$ cat src/rtl/mealy_seq_ctrl.sv
// mealy_seq_ctrl: drives a 1-in/1-out Mealy FSM as a shared test resource.
// On start it resets the FSM, then streams a pattern into x one bit per
// clock while sampling z, and reports a hit map, hit count and first hit.
//
// Ports:
//   clk, reset     : clock, synchronous active-high reset
//   start          : run request (sampled only in IDLE)
//   pattern, len   : bits to stream and count (len clamps to W)
//   busy, done     : busy in CLR/SHIFT; done is a one-cycle pulse
//   fsm_rst, fsm_x : reset and x input driven into the controlled FSM
//   fsm_z          : combinational Mealy output of the controlled FSM
//   hit_map        : bit i = z sampled while pattern index i was presented
//   hit_count      : number of hits
//   first_hit_idx  : index of first hit, W when there was none
//   any_hit        : hit_count != 0
module mealy_seq_ctrl #(
    parameter int W         = 8,
    parameter int MSB_FIRST = 0,
    parameter int CW        = $clog2(W + 1)
) (
    input  logic          clk,
    input  logic          reset,
    input  logic          start,
    input  logic [W-1:0]  pattern,
    input  logic [CW-1:0] len,
    output logic          busy,
    output logic          done,
    output logic          fsm_rst,
    output logic          fsm_x,
    input  logic          fsm_z,
    output logic [W-1:0]  hit_map,
    output logic [CW-1:0] hit_count,
    output logic [CW-1:0] first_hit_idx,
    output logic          any_hit
);

    typedef enum logic [1:0] {
        S_IDLE,
        S_CLR,
        S_SHIFT,
        S_DONE
    } state_e;

    localparam logic [CW-1:0] WMAX = CW'(W);

    state_e        state_q, state_d;
    logic [W-1:0]  pat_q, pat_d;
    logic [CW-1:0] len_q, len_d;
    logic [CW-1:0] idx_q, idx_d;
    logic [W-1:0]  map_q, map_d;
    logic [CW-1:0] cnt_q, cnt_d;
    logic [CW-1:0] first_q, first_d;

    logic [CW-1:0] sel;
    logic [W-1:0]  pat_sh;
    logic [W-1:0]  z_bit;

    // Stream position; idx < len_q <= W so the selected bit is always valid.
    assign sel    = (MSB_FIRST != 0) ? (len_q - CW'(1) - idx_q) : idx_q;
    assign pat_sh = pat_q >> sel;
    assign z_bit  = {{(W-1){1'b0}}, fsm_z} << idx_q;

    always_ff @(posedge clk) begin
        if (reset) begin
            state_q <= S_IDLE;
            pat_q   <= '0;
            len_q   <= '0;
            idx_q   <= '0;
            map_q   <= '0;
            cnt_q   <= '0;
            first_q <= WMAX;
        end else begin
            state_q <= state_d;
            pat_q   <= pat_d;
            len_q   <= len_d;
            idx_q   <= idx_d;
            map_q   <= map_d;
            cnt_q   <= cnt_d;
            first_q <= first_d;
        end
    end

    always_comb begin
        state_d = state_q;
        pat_d   = pat_q;
        len_d   = len_q;
        idx_d   = idx_q;
        map_d   = map_q;
        cnt_d   = cnt_q;
        first_d = first_q;
        unique case (state_q)
            S_IDLE: begin
                if (start) begin
                    pat_d   = pattern;
                    len_d   = (len > WMAX) ? WMAX : len;
                    state_d = S_CLR;
                end
            end
            S_CLR: begin
                map_d   = '0;
                cnt_d   = '0;
                first_d = WMAX;
                idx_d   = '0;
                state_d = (len_q != '0) ? S_SHIFT : S_DONE;
            end
            S_SHIFT: begin
                map_d = map_q | z_bit;
                if (fsm_z) begin
                    cnt_d = cnt_q + CW'(1);
                    if (first_q == WMAX) begin
                        first_d = idx_q;
                    end
                end
                idx_d = idx_q + CW'(1);
                if (idx_q == len_q - CW'(1)) begin
                    state_d = S_DONE;
                end
            end
            S_DONE: begin
                state_d = S_IDLE;
            end
            default: begin
                state_d = S_IDLE;
            end
        endcase
    end

    // fsm_rst follows reset combinationally so the FSM resets with us.
    assign fsm_rst       = reset | (state_q == S_CLR);
    assign fsm_x         = (state_q == S_SHIFT) & pat_sh[0];
    assign busy          = (state_q == S_CLR) | (state_q == S_SHIFT);
    assign done          = (state_q == S_DONE);
    assign hit_map       = map_q;
    assign hit_count     = cnt_q;
    assign first_hit_idx = first_q;
    assign any_hit       = (cnt_q != '0);

endmodule

$ cat config.mk
export PLATFORM = sky130hd
export DESIGN_NAME = mealy_seq_ctrl
export DESIGN_NICKNAME = d
export VERILOG_FILES = /design/src/rtl/mealy_seq_ctrl.sv
export SDC_FILE = /design/constraint.sdc
export NUM_CORES = 1
export LEC_CHECK = 0
export CAP_MARGIN = 20
export CORE_MARGIN = 10
export CORE_UTILIZATION = 49
export DETAILED_ROUTE_END_ITERATION = 6
export GPL_ROUTABILITY_DRIVEN = 0
export PLACE_DENSITY_LB_ADDON = 0.12
export SKIP_CTS_REPAIR_TIMING = 1
export SYNTH_ARGS = -nofsm -noshare
export SYNTH_HDL_FRONTEND = slang
export SYNTH_SLANG_ARGS = --single-unit
$ cat constraint.sdc
create_clock -name clk -period 2.19 [get_ports clk]
set_input_delay 0.5475 -clock clk [delete_from_list [all_inputs] [get_ports clk]]
set_output_delay 0.5475 -clock clk [all_outputs]
set_load 0.02 [all_outputs]
==> results.sh, run 1 <==
export IMPL_status="complete, no violations"
export IMPL_area_growth_pct=33.2
export IMPL_clk_latency_ns=0.35
export IMPL_grt_pass1_vias=1470
export IMPL_finalSetupViolations=0
export IMPL_critPathMaxFanout=3
export IMPL_hpwlAfterDp_mm=2.86
export IMPL_yosys_warnings=0
export IMPL_post_drt_wl_per_cell_um=13.8
export IMPL_ys_ff_latch=34
export IMPL_hold_violations=0
export IMPL_ys_flop_type="dfxtp_1"
export IMPL_fmax_mhz=474
export IMPL_firstDrtPassIters=4
export IMPL_nNetsFinal=258
export IMPL_cts_htree_levels=2
export IMPL_r2r_end="first_hit_idx[0]"
export IMPL_maxCapViolations=0
export IMPL_finClkSkew_ns=0.0150
export IMPL_rsz0062_at_grt="yes"
export IMPL_async_flop_share_pct=0
export IMPL_portBuffers=36
export IMPL_cts_buffers=5
export IMPL_pre_cts_ws_ns=-0.0936
export IMPL_core_area_mm2=0.00328
export IMPL_synth_top_area_share_pct=41.3
export IMPL_cts_clk_slew_worst_paths_ns=0.10
export IMPL_worst_slack_ns=0.0788
export IMPL_drive_gt1_share_pct=11.1
export IMPL_endpoint_kind="output pin"
export IMPL_synth_compound_area_share_pct=14.6
export IMPL_placed_cell_area_mm2=0.00208
export IMPL_final_cell_mix="32 x dfxtp_1, 32 x clkdlybuf4s50_1, 28 x nand2_1, 25 x a21oi_1, 17 x nor2_1"
export IMPL_arrival_ns=1.56
export IMPL_io_pins=37
export IMPL_drc_errors=0
export IMPL_antenna_found_initial=0
export IMPL_whs_ns=0.460
export IMPL_synth_edf_count=0
export IMPL_synth_xor_area_share_pct=4.63
export IMPL_synthMuxAreaShare_pct=4.55
export IMPL_fin_area_mm2=0.00220
export IMPL_holdPathStages=2
export IMPL_synth_nets=218
export IMPL_avgSynthCellArea_um2=8.54
export IMPL_min_delay_start="pat_q[6]"
export IMPL_initial_utilization_pct=50.2
export IMPL_synth_fa_ha_area_share_pct=6.83
export IMPL_syn_area_mm2=0.00165
export IMPL_worst_slew_pin_slew_ns=0.396
export IMPL_r2r_cells=7
export IMPL_cp_start_kind="flip-flop"
export IMPL_slew_headroom_pct=73.6
export IMPL_die_area_mm2=0.00609
export IMPL_maxSlewViolCount=0
export IMPL_gr_total_overflow=0
export IMPL_cts_tree="done"
export IMPL_total_power_mw=2.04
export IMPL_clockBufferDepth=2
export IMPL_cts_sinks=34
export IMPL_synthSimpleGateAreaFrac_pct=23.0
export IMPL_final_min_clock_period_ns=2.11
export IMPL_synth_area_leaders="dfxtp_1 41%, a21oi_1 7.6%, ha_1 6.8%"
export IMPL_p_leak_nw=0.858
export IMPL_synth_top_family_by_area="simple AND/OR/NAND/NOR gates"
export IMPL_yosysUniqueCellTypes=39
export IMPL_min_path_type="flip-flop to flip-flop"
export IMPL_grt_max_degree=26
export IMPL_yosysTopAreaCell="dfxtp_1"
export IMPL_root_buffer="clkbuf_4"
export IMPL_track_usage_pct=13.0
export IMPL_ys_seq_area_share_pct=41.3
export IMPL_critPathKind="flip-flop to output pin"
export IMPL_viasPerCell=5.20
export IMPL_drt_iter0_markers=48
export IMPL_rows=21
export IMPL_peakVddDrop_uv=571
export IMPL_fp_dieH_um=78.0
export IMPL_fill_cells=279
export IMPL_reg2reg_from="state_q[0]"
export IMPL_wirelength_mm=3.87
export IMPL_powerDensity_mw_per_mm2=931
export IMPL_via_count=1456
export IMPL_antennaDiodeCount=0
export IMPL_r2r_slack_ns=0.30
export IMPL_syn_inst=193
export IMPL_period_share_pct=96.4
export IMPL_die_x_um=78.0
export IMPL_critPathRequiredTime_ns=1.64
export IMPL_ant_nets=0
export IMPL_worst_hold_path_endpoint="pat_q[6]"
export IMPL_grt_pass1_wl_mm=6.60
export IMPL_setup_tns_final_ns=0
[per-stage QoR]
| step | std cells | utilization [%] |
|---|---|---|
| 4_1_cts | 280 | 66.6 |
| 2_1_floorplan | 193 | - |
| 3_3_place_gp | 272 | 63.4 |
| 6_report | 280 | 66.9 |
| 3_5_place_dp | 272 | 63.4 |
| 5_1_grt | 280 | 66.9 |
[worst max-delay path by stage]
stage | from | endpoint | cells past startpoint | slack, ns
floorplan | idx_q[1] | fsm_x | 4 | 0.27
finish | idx_q[0] | fsm_x | 4 | 0.08
CTS | idx_q[0] | fsm_x | 4 | -0.41
global route | idx_q[0] | fsm_x | 4 | -0.03
global placement | reset | fsm_rst | 3 | -0.11
detailed placement | reset | fsm_rst | 3 | -0.09
[state kept, by name, summed over array words and instances (netlist names)]
register       count
state_q            2
hit_map            8
hit_count          4
first_hit_idx      4
idx_q              4
pat_q              8
len_q              4
[logic make-up after synthesis]
kind of cell               after synthesis
xor gates and xnor gates                 7
adders and majority gates                9
DFF                                     34
muxes                                    5
buffers and inverters                   20
AOI/OAI and AO/OA                       41
and+or+nand+nor                         77
[cells in the mapped netlist, types with 3 or more instances]
master,count
nand3b_1,4
nand2b_1,6
nor3_1,5
dfxtp_1,34
mux2i_1,3
a31oi_1,4
nand3_1,3
clkbuf_1,10
nand2_1,28
nor2b_1,3
xnor2_1,3
a21oi_1,25
ha_1,9
nor2_1,17
inv_1,8
xor2_1,3
[worst max-delay path: stages, from the launching register on]
cell,delay (ns)
dfxtp_4,0.38
mux4_2,0.49
mux2i_1,0.14
nor3_1,0.06
buf_4,0.16
[per-layer routing]
metal / vias to the layer above / GRT usage (%) / share of wire (%)
met2: 28 / 22.2 / 48
met1: 681 / 14.7 / 46
met5: - / 0 / 0
li1: 741 / - / -
met3: 6 / 4.67 / 4.6
met4: 0 / 4.30 / 1.2
[cell type report]
class / count / area [µm²] / area share (%)
Clock inverter: 3 / 68.8 / 3.13
Tap cell: 46 / 57.6 / 2.62
Clock buffer: 5 / 37.5 / 1.71
Inverter: 8 / 30.0 / 1.37
Timing Repair Buffer: 45 / 433 / 19.7
Sequential cell: 34 / 686 / 31.2
Multi-Input combinational cell: 139 / 885 / 40.3
[power breakdown]
| part | total (mW) | internal (mW) | switching, mW | leakage (nW) |
|---|---|---|---|---|
| combinational | 0.729 | 0.316 | 0.413 | 0.525 |
| clock | 0.588 | 0.357 | 0.231 | 0.0554 |
| sequential | 0.728 | 0.681 | 0.0469 | 0.277 |
| total | 2.04 | 1.35 | 0.691 | 0.858 |
Note: power is estimated with default switching activity, not from simulation.
==> run 2, diff against run 1 <==
--- a/config.mk
+++ b/config.mk
@@ -5,8 +5,9 @@
 export SDC_FILE = /design/constraint.sdc
 export NUM_CORES = 1
 export LEC_CHECK = 0
+export ABC_CLOCK_PERIOD_IN_PS = 2190
 export CAP_MARGIN = 20
-export CORE_MARGIN = 10
+export CORE_MARGIN = 2
 export CORE_UTILIZATION = 49
 export DETAILED_ROUTE_END_ITERATION = 6
 export GPL_ROUTABILITY_DRIVEN = 0
==> run 2 against run 1 <==
Routed wire length down 3.9%. Flip-flop and latch count unchanged. Sequential share of layout area hardly changed. Sequential power hardly changed. Largest cell class unchanged. Clock skew down 0.012 ns. Via count increased by 1.0%.
==> results.sh, run 2 (same netlist as run 1, synthesis figures left out) <==
export IMPL_initial_utilization_pct=50.2
export IMPL_cts_sinks=34
export IMPL_final_min_clock_period_ns=2.14
export IMPL_hold_violations=0
export IMPL_critPathKind="flip-flop to output pin"
export IMPL_firstDrtPassIters=4
export IMPL_drt_iter0_markers=102
export IMPL_area_growth_pct=33.4
export IMPL_finalSetupViolations=0
export IMPL_placed_cell_area_mm2=0.00208
export IMPL_core_area_mm2=0.00328
export IMPL_status="complete, no violations"
export IMPL_die_area_mm2=0.00385
export IMPL_clockBufferDepth=2
export IMPL_drive_gt1_share_pct=11.1
export IMPL_total_power_mw=2.08
export IMPL_path_cells="mux4_2, mux2i_1, nor3_1, buf_2"
export IMPL_grt_pass1_wl_mm=5.71
export IMPL_period_share_pct=97.9
export IMPL_cts_buffers=5
export IMPL_ant_nets=0
export IMPL_rows=21
export IMPL_die_x_um=62.0
export IMPL_powerDensity_mw_per_mm2=945
export IMPL_antennaDiodeCount=0
export IMPL_root_buffer="clkbuf_4"
export IMPL_cts_clk_slew_worst_paths_ns=0.11
export IMPL_critPathRequiredTime_ns=1.64
export IMPL_fp_dieH_um=62.0
export IMPL_cts_tree="done"
export IMPL_arrival_ns=1.60
export IMPL_grt_pass1_vias=1332
export IMPL_hpwlAfterDp_mm=2.65
export IMPL_min_path_type="flip-flop to flip-flop"
export IMPL_p_leak_nw=0.861
export IMPL_grt_max_degree=26
export IMPL_drc_errors=0
export IMPL_viasPerCell=5.25
export IMPL_post_drt_wl_per_cell_um=13.3
export IMPL_clk_latency_ns=0.34
export IMPL_critPathMaxFanout=3
export IMPL_via_count=1471
export IMPL_finClkSkew_ns=0.00302
export IMPL_fmax_mhz=466
export IMPL_worst_slew_pin_slew_ns=0.391
export IMPL_wirelength_mm=3.72
export IMPL_peakVddDrop_uv=434
export IMPL_maxCapViolations=0
export IMPL_endpoint_kind="output pin"
export IMPL_fin_area_mm2=0.00220
export IMPL_slew_headroom_pct=73.9
export IMPL_slowest_stage="mux4_2"
export IMPL_portBuffers=36
export IMPL_antenna_found_initial=0
export IMPL_rsz0062_at_grt="yes"
export IMPL_final_cell_mix="32 x dfxtp_1, 32 x clkdlybuf4s50_1, 28 x nand2_1, 25 x a21oi_1, 17 x nor2_1"
export IMPL_slowest_delay_ns=0.50
export IMPL_cts_htree_levels=2
export IMPL_track_usage_pct=20.6
export IMPL_cp_start_kind="flip-flop"
export IMPL_io_pins=37
export IMPL_gr_total_overflow=0
export IMPL_nNetsFinal=258
export IMPL_maxSlewViolCount=0
[run 2: worst paths after layout]
| kind | startpoint | endpoint | slack, ns | cells past startpoint |
|---|---|---|---|---|
| worst min-delay path | pat_q[0] | pat_q[0] | 0.46 | 2 |
| worst max register to register | state_q[0] | first_hit_idx[0] | 0.29 | 7 |
| worst min register to register | pat_q[0] | pat_q[0] | 0.46 | 2 |
| worst max-delay path | idx_q[0] | fsm_x | 0.05 | 4 |
[run 2: cell type report]
cell class              instances  area, µm²
fillers                       275       1080
multi-input cells             139        885
flip-flops and latches         34        686
repair buffers                 45        430
clock inverters                 2       60.1
well taps                      46       57.6
clock buffers                   6       51.3
inverters                       8       30.0
[run 2: through the flow]
| stage | std cells | hold WS (ns) | setup slack [ns] | setup TNS [ns] | utilization (%) |
|---|---|---|---|---|---|
| after floorplan | 193 | 0.433 | 0.271 | 0 | - |
| after global placement | 272 | 0.446 | -0.0992 | -0.0992 | 63.4 |
| after detailed placement | 272 | 0.453 | -0.0858 | -0.130 | 63.4 |
| after CTS | 280 | 0.468 | -0.436 | -0.944 | 66.7 |
| after global routing | 280 | 0.488 | -0.0120 | -0.0120 | 67.0 |
| final | 280 | 0.465 | 0.0461 | 0 | 67.0 |
[run 2: power by group]
part,switching [mW],internal (mW),leakage (nW)
sequential,0.0489,0.681,0.277
clock,0.228,0.387,0.0585
combinational,0.419,0.316,0.525
[run 2: worst max-delay path, delay by kind of cell, from the launching register on]
kind / cells / cell delay [ns]
mux: 2 / 0.65
simple gates: 1 / 0.06
buf+inv: 1 / 0.16
flops: 1 / 0.38
[run 2: layer usage]
layer / vias up / track usage, % / part of all wire (%)
met4: 0 / 8.21 / 1.3
met5: - / 0 / 0
met3: 6 / 7.04 / 5.5
li1: 739 / - / -
met1: 687 / 24.0 / 44
met2: 39 / 34.5 / 49
